===== src/rtl/jt10_bus_pkg.sv =====
// Shared definitions for the YM2610 host-bus master: FSM encoding and bus constants.
package jt10_bus_pkg;

  typedef enum logic [2:0] {
    ST_IDLE,
    ST_POLL,
    ST_ADR,
    ST_GAP1,
    ST_DAT,
    ST_GAP2
  } bus_state_t;

  localparam int   BUSY_BIT  = 7;
  localparam logic ADDR_PORT = 1'b0;
  localparam logic DATA_PORT = 1'b1;

endpackage


===== src/rtl/jt10_bus_fifo.sv =====
// Synchronous request FIFO; read data is presented combinationally from the head slot.
module jt10_bus_fifo #(
  parameter int W  = 16,
  parameter int AW = 3
) (
  input  logic          clk,
  input  logic          rst,
  input  logic          push,
  input  logic          pop,
  input  logic [W-1:0]  wr_data,
  output logic [W-1:0]  rd_data,
  output logic          full,
  output logic          empty,
  output logic [AW:0]   count
);

  localparam int DEPTH = 1 << AW;

  logic [W-1:0]  mem [DEPTH];
  logic [AW-1:0] wr_ptr;
  logic [AW-1:0] rd_ptr;
  logic          do_push;
  logic          do_pop;

  assign full    = (count == (AW+1)'(DEPTH));
  assign empty   = (count == '0);
  assign do_push = push & ~full;
  assign do_pop  = pop & ~empty;
  assign rd_data = mem[rd_ptr];

  always_ff @(posedge clk) begin
    if (rst) begin
      wr_ptr <= '0;
      rd_ptr <= '0;
      count  <= '0;
    end else begin
      if (do_push) wr_ptr <= wr_ptr + 1'b1;
      if (do_pop)  rd_ptr <= rd_ptr + 1'b1;
      case ({do_push, do_pop})
        2'b10:   count <= count + 1'b1;
        2'b01:   count <= count - 1'b1;
        default: count <= count;
      endcase
    end
  end

  // Storage is not reset; the pointers define validity.
  always_ff @(posedge clk) begin
    if (do_push) mem[wr_ptr] <= wr_data;
  end

endmodule


===== src/rtl/jt10_bus_master.sv =====
// Host-bus initiator for the YM2610 core: buffers (reg, val) writes and replays them
// as busy-poll, address write, data write sequences timed in cen ticks.
//
//   state | meaning
//   IDLE  | bus released, waiting for a queued request
//   POLL  | cs_n low, sampling the busy flag on dout[7]
//   ADR   | address-port write pulse, din = register
//   GAP1  | one-tick release between phases, addr = data port
//   DAT   | data-port write pulse, din = value
//   GAP2  | one-tick release, addr back to address port
module jt10_bus_master
  import jt10_bus_pkg::*;
#(
  parameter int FIFO_AW  = 3,
  parameter int WR_PULSE = 2,
  parameter int BUSY_TO  = 64
) (
  input  logic       clk,
  input  logic       rst,
  input  logic       cen,
  input  logic       req_valid,
  output logic       req_ready,
  input  logic [7:0] req_reg,
  input  logic [7:0] req_val,
  output logic [7:0] bus_din,
  output logic       bus_addr,
  output logic       bus_cs_n,
  output logic       bus_wr_n,
  input  logic [7:0] bus_dout,
  output logic       idle,
  output logic       busy_err,
  input  logic       err_clr
);

  bus_state_t       state_q, state_d;
  logic [7:0]       tmo_q, tmo_d, tmo_inc;
  logic [3:0]       pulse_q, pulse_d;
  logic [7:0]       val_q, val_d;
  logic [7:0]       din_d;
  logic             addr_d, cs_d, wr_d;
  logic             err_set;
  logic             push, pop;
  logic             fifo_full, fifo_empty;
  logic [FIFO_AW:0] fifo_count;
  logic [15:0]      fifo_rd;
  logic             unused_dout;

  assign unused_dout = ^bus_dout[6:0];

  assign req_ready = ~fifo_full;
  assign push      = req_valid & req_ready;
  assign pop       = cen & (state_q == ST_IDLE) & ~fifo_empty;
  assign idle      = (fifo_count == '0) & (state_q == ST_IDLE);
  assign tmo_inc   = tmo_q + 8'd1;

  jt10_bus_fifo #(.W(16), .AW(FIFO_AW)) u_fifo (
    .clk     (clk),
    .rst     (rst),
    .push    (push),
    .pop     (pop),
    .wr_data ({req_reg, req_val}),
    .rd_data (fifo_rd),
    .full    (fifo_full),
    .empty   (fifo_empty),
    .count   (fifo_count)
  );

  // Bus pins are computed one tick ahead so every pin comes straight from a flop.
  always_comb begin
    state_d = state_q;
    tmo_d   = tmo_q;
    pulse_d = pulse_q;
    val_d   = val_q;
    din_d   = bus_din;
    addr_d  = bus_addr;
    cs_d    = bus_cs_n;
    wr_d    = bus_wr_n;
    err_set = 1'b0;
    case (state_q)
      ST_IDLE: begin
        cs_d = 1'b1;
        wr_d = 1'b1;
        if (!fifo_empty) begin
          state_d = ST_POLL;
          tmo_d   = '0;
          val_d   = fifo_rd[7:0];
          din_d   = fifo_rd[15:8];
          addr_d  = ADDR_PORT;
          cs_d    = 1'b0;
        end
      end
      ST_POLL: begin
        if (!bus_dout[BUSY_BIT] || (tmo_inc == 8'(BUSY_TO))) begin
          err_set = bus_dout[BUSY_BIT];
          state_d = ST_ADR;
          wr_d    = 1'b0;
          pulse_d = 4'(WR_PULSE - 1);
        end else begin
          tmo_d = tmo_inc;
        end
      end
      ST_ADR: begin
        if (pulse_q == '0) begin
          state_d = ST_GAP1;
          cs_d    = 1'b1;
          wr_d    = 1'b1;
          addr_d  = DATA_PORT;
        end else begin
          pulse_d = pulse_q - 4'd1;
        end
      end
      ST_GAP1: begin
        state_d = ST_DAT;
        cs_d    = 1'b0;
        wr_d    = 1'b0;
        din_d   = val_q;
        pulse_d = 4'(WR_PULSE - 1);
      end
      ST_DAT: begin
        if (pulse_q == '0) begin
          state_d = ST_GAP2;
          cs_d    = 1'b1;
          wr_d    = 1'b1;
          addr_d  = ADDR_PORT;
        end else begin
          pulse_d = pulse_q - 4'd1;
        end
      end
      ST_GAP2: begin
        state_d = ST_IDLE;
      end
      default: begin
        state_d = ST_IDLE;
        cs_d    = 1'b1;
        wr_d    = 1'b1;
      end
    endcase
  end

  always_ff @(posedge clk) begin
    if (rst) begin
      state_q  <= ST_IDLE;
      tmo_q    <= '0;
      pulse_q  <= '0;
      val_q    <= '0;
      bus_din  <= '0;
      bus_addr <= ADDR_PORT;
      bus_cs_n <= 1'b1;
      bus_wr_n <= 1'b1;
      busy_err <= 1'b0;
    end else begin
      if (cen) begin
        state_q  <= state_d;
        tmo_q    <= tmo_d;
        pulse_q  <= pulse_d;
        val_q    <= val_d;
        bus_din  <= din_d;
        bus_addr <= addr_d;
        bus_cs_n <= cs_d;
        bus_wr_n <= wr_d;
      end
      // A clear in the same clk as a timeout wins; that timeout is dropped.
      if (err_clr)             busy_err <= 1'b0;
      else if (cen && err_set) busy_err <= 1'b1;
    end
  end

endmodule


===== config.mk =====
export PLATFORM = sky130hd
export DESIGN_NAME = jt10_bus_master
export DESIGN_NICKNAME = d
export VERILOG_FILES = /design/src/rtl/jt10_bus_pkg.sv /design/src/rtl/jt10_bus_fifo.sv /design/src/rtl/jt10_bus_master.sv
export SDC_FILE = /design/constraint.sdc
export NUM_CORES = 1
export LEC_CHECK = 0
export CAP_MARGIN = 20
export CORE_AREA = 2 2 137 139
export CTS_CLUSTER_DIAMETER = 40
export DETAILED_ROUTE_END_ITERATION = 10
export DIE_AREA = 0 0 139 141
export PLACE_DENSITY = 0.62
export SKIP_CTS_REPAIR_TIMING = 1
export SYNTH_ARGS = -nofsm -noshare
export SYNTH_HDL_FRONTEND = slang
export SYNTH_SLANG_ARGS = --single-unit

===== constraint.sdc =====
create_clock -name clk -period 8.65 [get_ports clk]
set_input_delay 1.2975 -clock clk [delete_from_list [all_inputs] [get_ports clk]]
set_output_delay 1.2975 -clock clk [all_outputs]
set_load 0.02 [all_outputs]

==> impl_metrics.py <==
metrics = {
    "logic_synthesis": {
        "adder_cell_area_share_of_the_yosys_netlist_pct": 1.50,
        "synth_compound_gate_area_share_pct": 6.64,
        "yosysWarnings": 0,
        "syn_area_um2": 7180,
        "yosysTopAreaCellShare_pct": 53.5,
        "synth_edf_count": 128,
        "ys_seq_area_share_pct": 66.9,
        "post_synth_xor_xnor_area_pct": 0.976,
        "synthFlopType": "edfxtp_1",
        "post-synth-top-area-cell": "edfxtp_1",
        "synthCells": 465,
        "post_synth_and_or_nand_nor_area_fraction_pct": 8.80,
        "synthArstFlopShare_pct": 0,
        "yosysUniqueCellTypes": 61,
        "synthesis.area_per_instance_um2": 15.4,
        "synth_top_family_by_area": "multiplexers",
        "syn_nets": 502,
        "netlist_top_cells_area": "edfxtp_1, dfxtp_1, mux4_2",
        "synth_mux_area_share_pct": 12.7,
        "synth_seq_cells": 176,
    },
    "die": {
        "die_y_um": 141,
        "core_box_area_um2": 18300,
        "die_w_um": 139,
        "floorplan.rows": 50,
        "floorplan.io_pins": 43,
        "start_util_pct": 39.3,
        "die-area_um2": 19600,
    },
    "timing": {
        "timing.final.max_slew_violations": 0,
        "finalWorstSetupSlack_ns": 4.80,
        "rsz_0062_raised_after_global_routing": "no",
        "timing.final.crit_period_ns": 3.85,
        "period_share_pct": 44.5,
        "setup_viol": 0,
        "finalClockSkew_ns": 0.00607,
        "max-slew-margin-rel_pct": 56.3,
        "tightest_slew_ns": 0.656,
        "clock.fmax_ghz": 0.260,
        "final_hold_viol_count": 0,
        "finalSetupTns_ns": 0,
    },
    "route": {
        "drt_pre_antenna_iters": 5,
        "routed_wl_um": 13900,
        "wl_per_cell_um": 18.5,
        "final_antenna_net_count": 0,
        "route.detailed.vias_per_inst": 5.35,
        "routed-via-count": 4022,
        "drt_first_iter_violations": 347,
        "detail_route.drc_violations": 0,
    },
    "power_and_ir_drop": {
        "share_seq_of_total_power_pct": 46.2,
        "vdd_ir_drop_max_uv": 187,
        "power_switching_share_pct": 29.3,
        "power_report.internal_total_mw": 1.59,
        "p_comb_share_pct": 22.1,
        "p_sw_mw": 0.658,
        "leakage_nw": 2.67,
        "clockPowerShare_pct": 31.7,
        "power.density_cell_area_nw_per_um2": 269,
    },
    "status": {
        "status": "finished, final reports clean",
    },
    "finish": {
        "post_route_cells_drive_above_1_share_pct": 18.1,
        "postLayoutCoreUtil_pct": 45.8,
        "final-seq-area_um2": 4810,
        "layout.cells.most_common": "edfxtp_1",
        "multiInputGateArea_um2": 2240,
        "layout_common_cells": "edfxtp_1, dfxtp_1, clkdlybuf4s50_1",
        "syn_to_final_growth_pct": 16.4,
        "n_fill_cell": 1603,
        "nets": 542,
        "diodes": 0,
    },
    "cts": {
        "path_clk_slew_ns": 0.07,
        "cts_tree": "yes",
        "cts_root_buffer": "clkbuf_16",
        "clkLatencyLatePin_ns": 0.42,
        "cts_max_path_buffers": 2,
        "clock_sinks": 176,
        "cts_inserted_buffers": 17,
        "htree_num_levels": 4,
    },
    "run": {
        "cap_viol_max_count": 0,
    },
    "setup_path": {
        "worstSetupStartpointType": "primary input",
        "path_cells": "clkdlybuf4s50_1, nor2b_1, nand3_2, inv_2, ha_1, ha_1, a21o_1, a21oi_1, xnor2_1, or3_1, a21oi_1",
        "worst_setup_path_end_kind": "flip-flop",
        "critical_path_required_ns": 9.00,
        "slowest_delay_ns": 0.68,
        "slowest_stage": "clkdlybuf4s50_1",
        "criticalPathCategory": "in2reg",
        "cp_max_fanout": 21,
        "cp_data_arrival_time_ns": 4.20,
    },
    "global_route": {
        "first_global_vias": 4031,
        "grt_max_degree": 44,
        "grt_resource_usage_total_pct": 14.7,
        "antenna_found_initial": 0,
        "wire_length_of_the_first_global_routing_pass_um": 21700,
        "grt_remaining_overflow": 0,
    },
    "placed_design": {
        "gp_congestion": 0.788,
        "place.detailed.hpwl_um": 8510,
        "place_worst_setup_slack_ns": 4.37,
        "io_buffer_count": 35,
    },
    "worst_hold_path": {
        "min-delay-path-class": "reg2reg",
    },
}
## synth_stat cells (2+ instances only)
| cell | n |
|---|---|
| dfxtp_1 | 48 |
| buf_1 | 4 |
| edfxtp_1 | 128 |
| a21o_1 | 4 |
| o211a_1 | 2 |
| nor4_1 | 4 |
| o21ai_0 | 4 |
| mux2i_1 | 18 |
| inv_1 | 8 |
| buf_2 | 5 |
| o31ai_1 | 2 |
| nor2_2 | 2 |
| a21oi_1 | 24 |
| clkbuf_2 | 3 |
| xnor2_1 | 3 |
| nor2_1 | 24 |
| a311oi_1 | 2 |
| nand2_1 | 33 |
| o211ai_1 | 8 |
| or3_1 | 5 |
| nand4_1 | 2 |
| nor3_1 | 9 |
| and2_1 | 2 |
| mux4_2 | 32 |
| ha_1 | 7 |
| xor2_1 | 5 |
| buf_4 | 4 |
| a211oi_1 | 9 |
| nand3_1 | 14 |
| and4_1 | 3 |
| o21ai_1 | 2 |
| clkbuf_1 | 7 |
| nor4b_1 | 2 |
| a31oi_1 | 2 |
| nor2b_1 | 2 |
| and3_1 | 2 |
| buf_6 | 3 |
| nor3b_1 | 4 |
## path summary, 6_finish.rpt
check | from | to | slack [ns] | depth (start not counted)
worst max-delay path | cen | u_fifo.count[3] | 4.80 | 11
worst max register to register | state_q[0] | u_fifo.count[3] | 5.79 | 10
worst min-delay path | bus_din[7] | bus_din[7] | 0.49 | 2
worst min register to register | bus_din[7] | bus_din[7] | 0.49 | 2
## sequential cells by signal, indices dropped and copies added, names as in the netlist, named ones only
| signal | cells |
|---|---|
| bus_addr | 1 |
| bus_cs_n | 1 |
| bus_din | 8 |
| bus_wr_n | 1 |
| busy_err | 1 |
| pulse_q | 4 |
| state_q | 3 |
| tmo_q | 8 |
| u_fifo.count | 4 |
| u_fifo.mem | 128 |
| u_fifo.rd_ptr | 3 |
| u_fifo.wr_ptr | 3 |
| val_q | 8 |
## through the flow
stage          hold WS, ns  area [µm²]  cells  power (mW)
5_1_grt              0.510        8360    752        2.36
3_5_place_dp         0.475        7810    720        1.56
4_1_cts              0.487        8360    752        2.27
3_3_place_gp         0.466        7810    720        1.54
2_1_floorplan        0.450        7180    465        1.41
6_report             0.486        8360    752        2.25
## cells by family (layout without fill, tap and decap cells)
group | count (synthesis) | count (layout)
flip-flops | 176 | 176
AND/OR/NAND/NOR | 117 | 117
AO/OA/AOI/OAI | 70 | 70
multiplexers | 51 | 51
buffers and inverters | 35 | 88
adder cells (fa/ha/maj) | 8 | 8
XOR/XNOR | 8 | 8
## critical path, delay by kind of cell
family                     cells  cell delay (ns)
and+or+nand+nor                3             0.78
buffers and inverters          2             1.03
xor gates and xnor gates       1             0.09
AOI/OAI and AO/OA              3             0.47
adders and majority gates      2             0.52
## layer usage
layer,track usage (%),up-vias,wire length (µm)
li1,-,1894,-
met1,17.8,2047,6070
met3,3.46,9,417
met5,0,-,0
met2,26.0,72,7300
met4,5.00,0,144
## layout make-up
class	count	share of cell area, %
multi-input cells	254	26.8
flip-flops and latches	176	57.5
clock inverters	13	1.39
repair buffers	47	5.27
inverters	9	0.404
well taps	234	3.50
clock buffers	19	5.18
## power by group through the flow
stage               logic (mW)  clock network, mW  registers, mW
CTS                      0.506              0.731           1.04
floorplan                0.365                  0           1.05
global route             0.547              0.764           1.04
detailed placement       0.504                  0           1.05
finish                   0.496              0.713           1.04
global placement         0.492                  0           1.05
No activity file was read; power rests on OpenSTA's default activity.
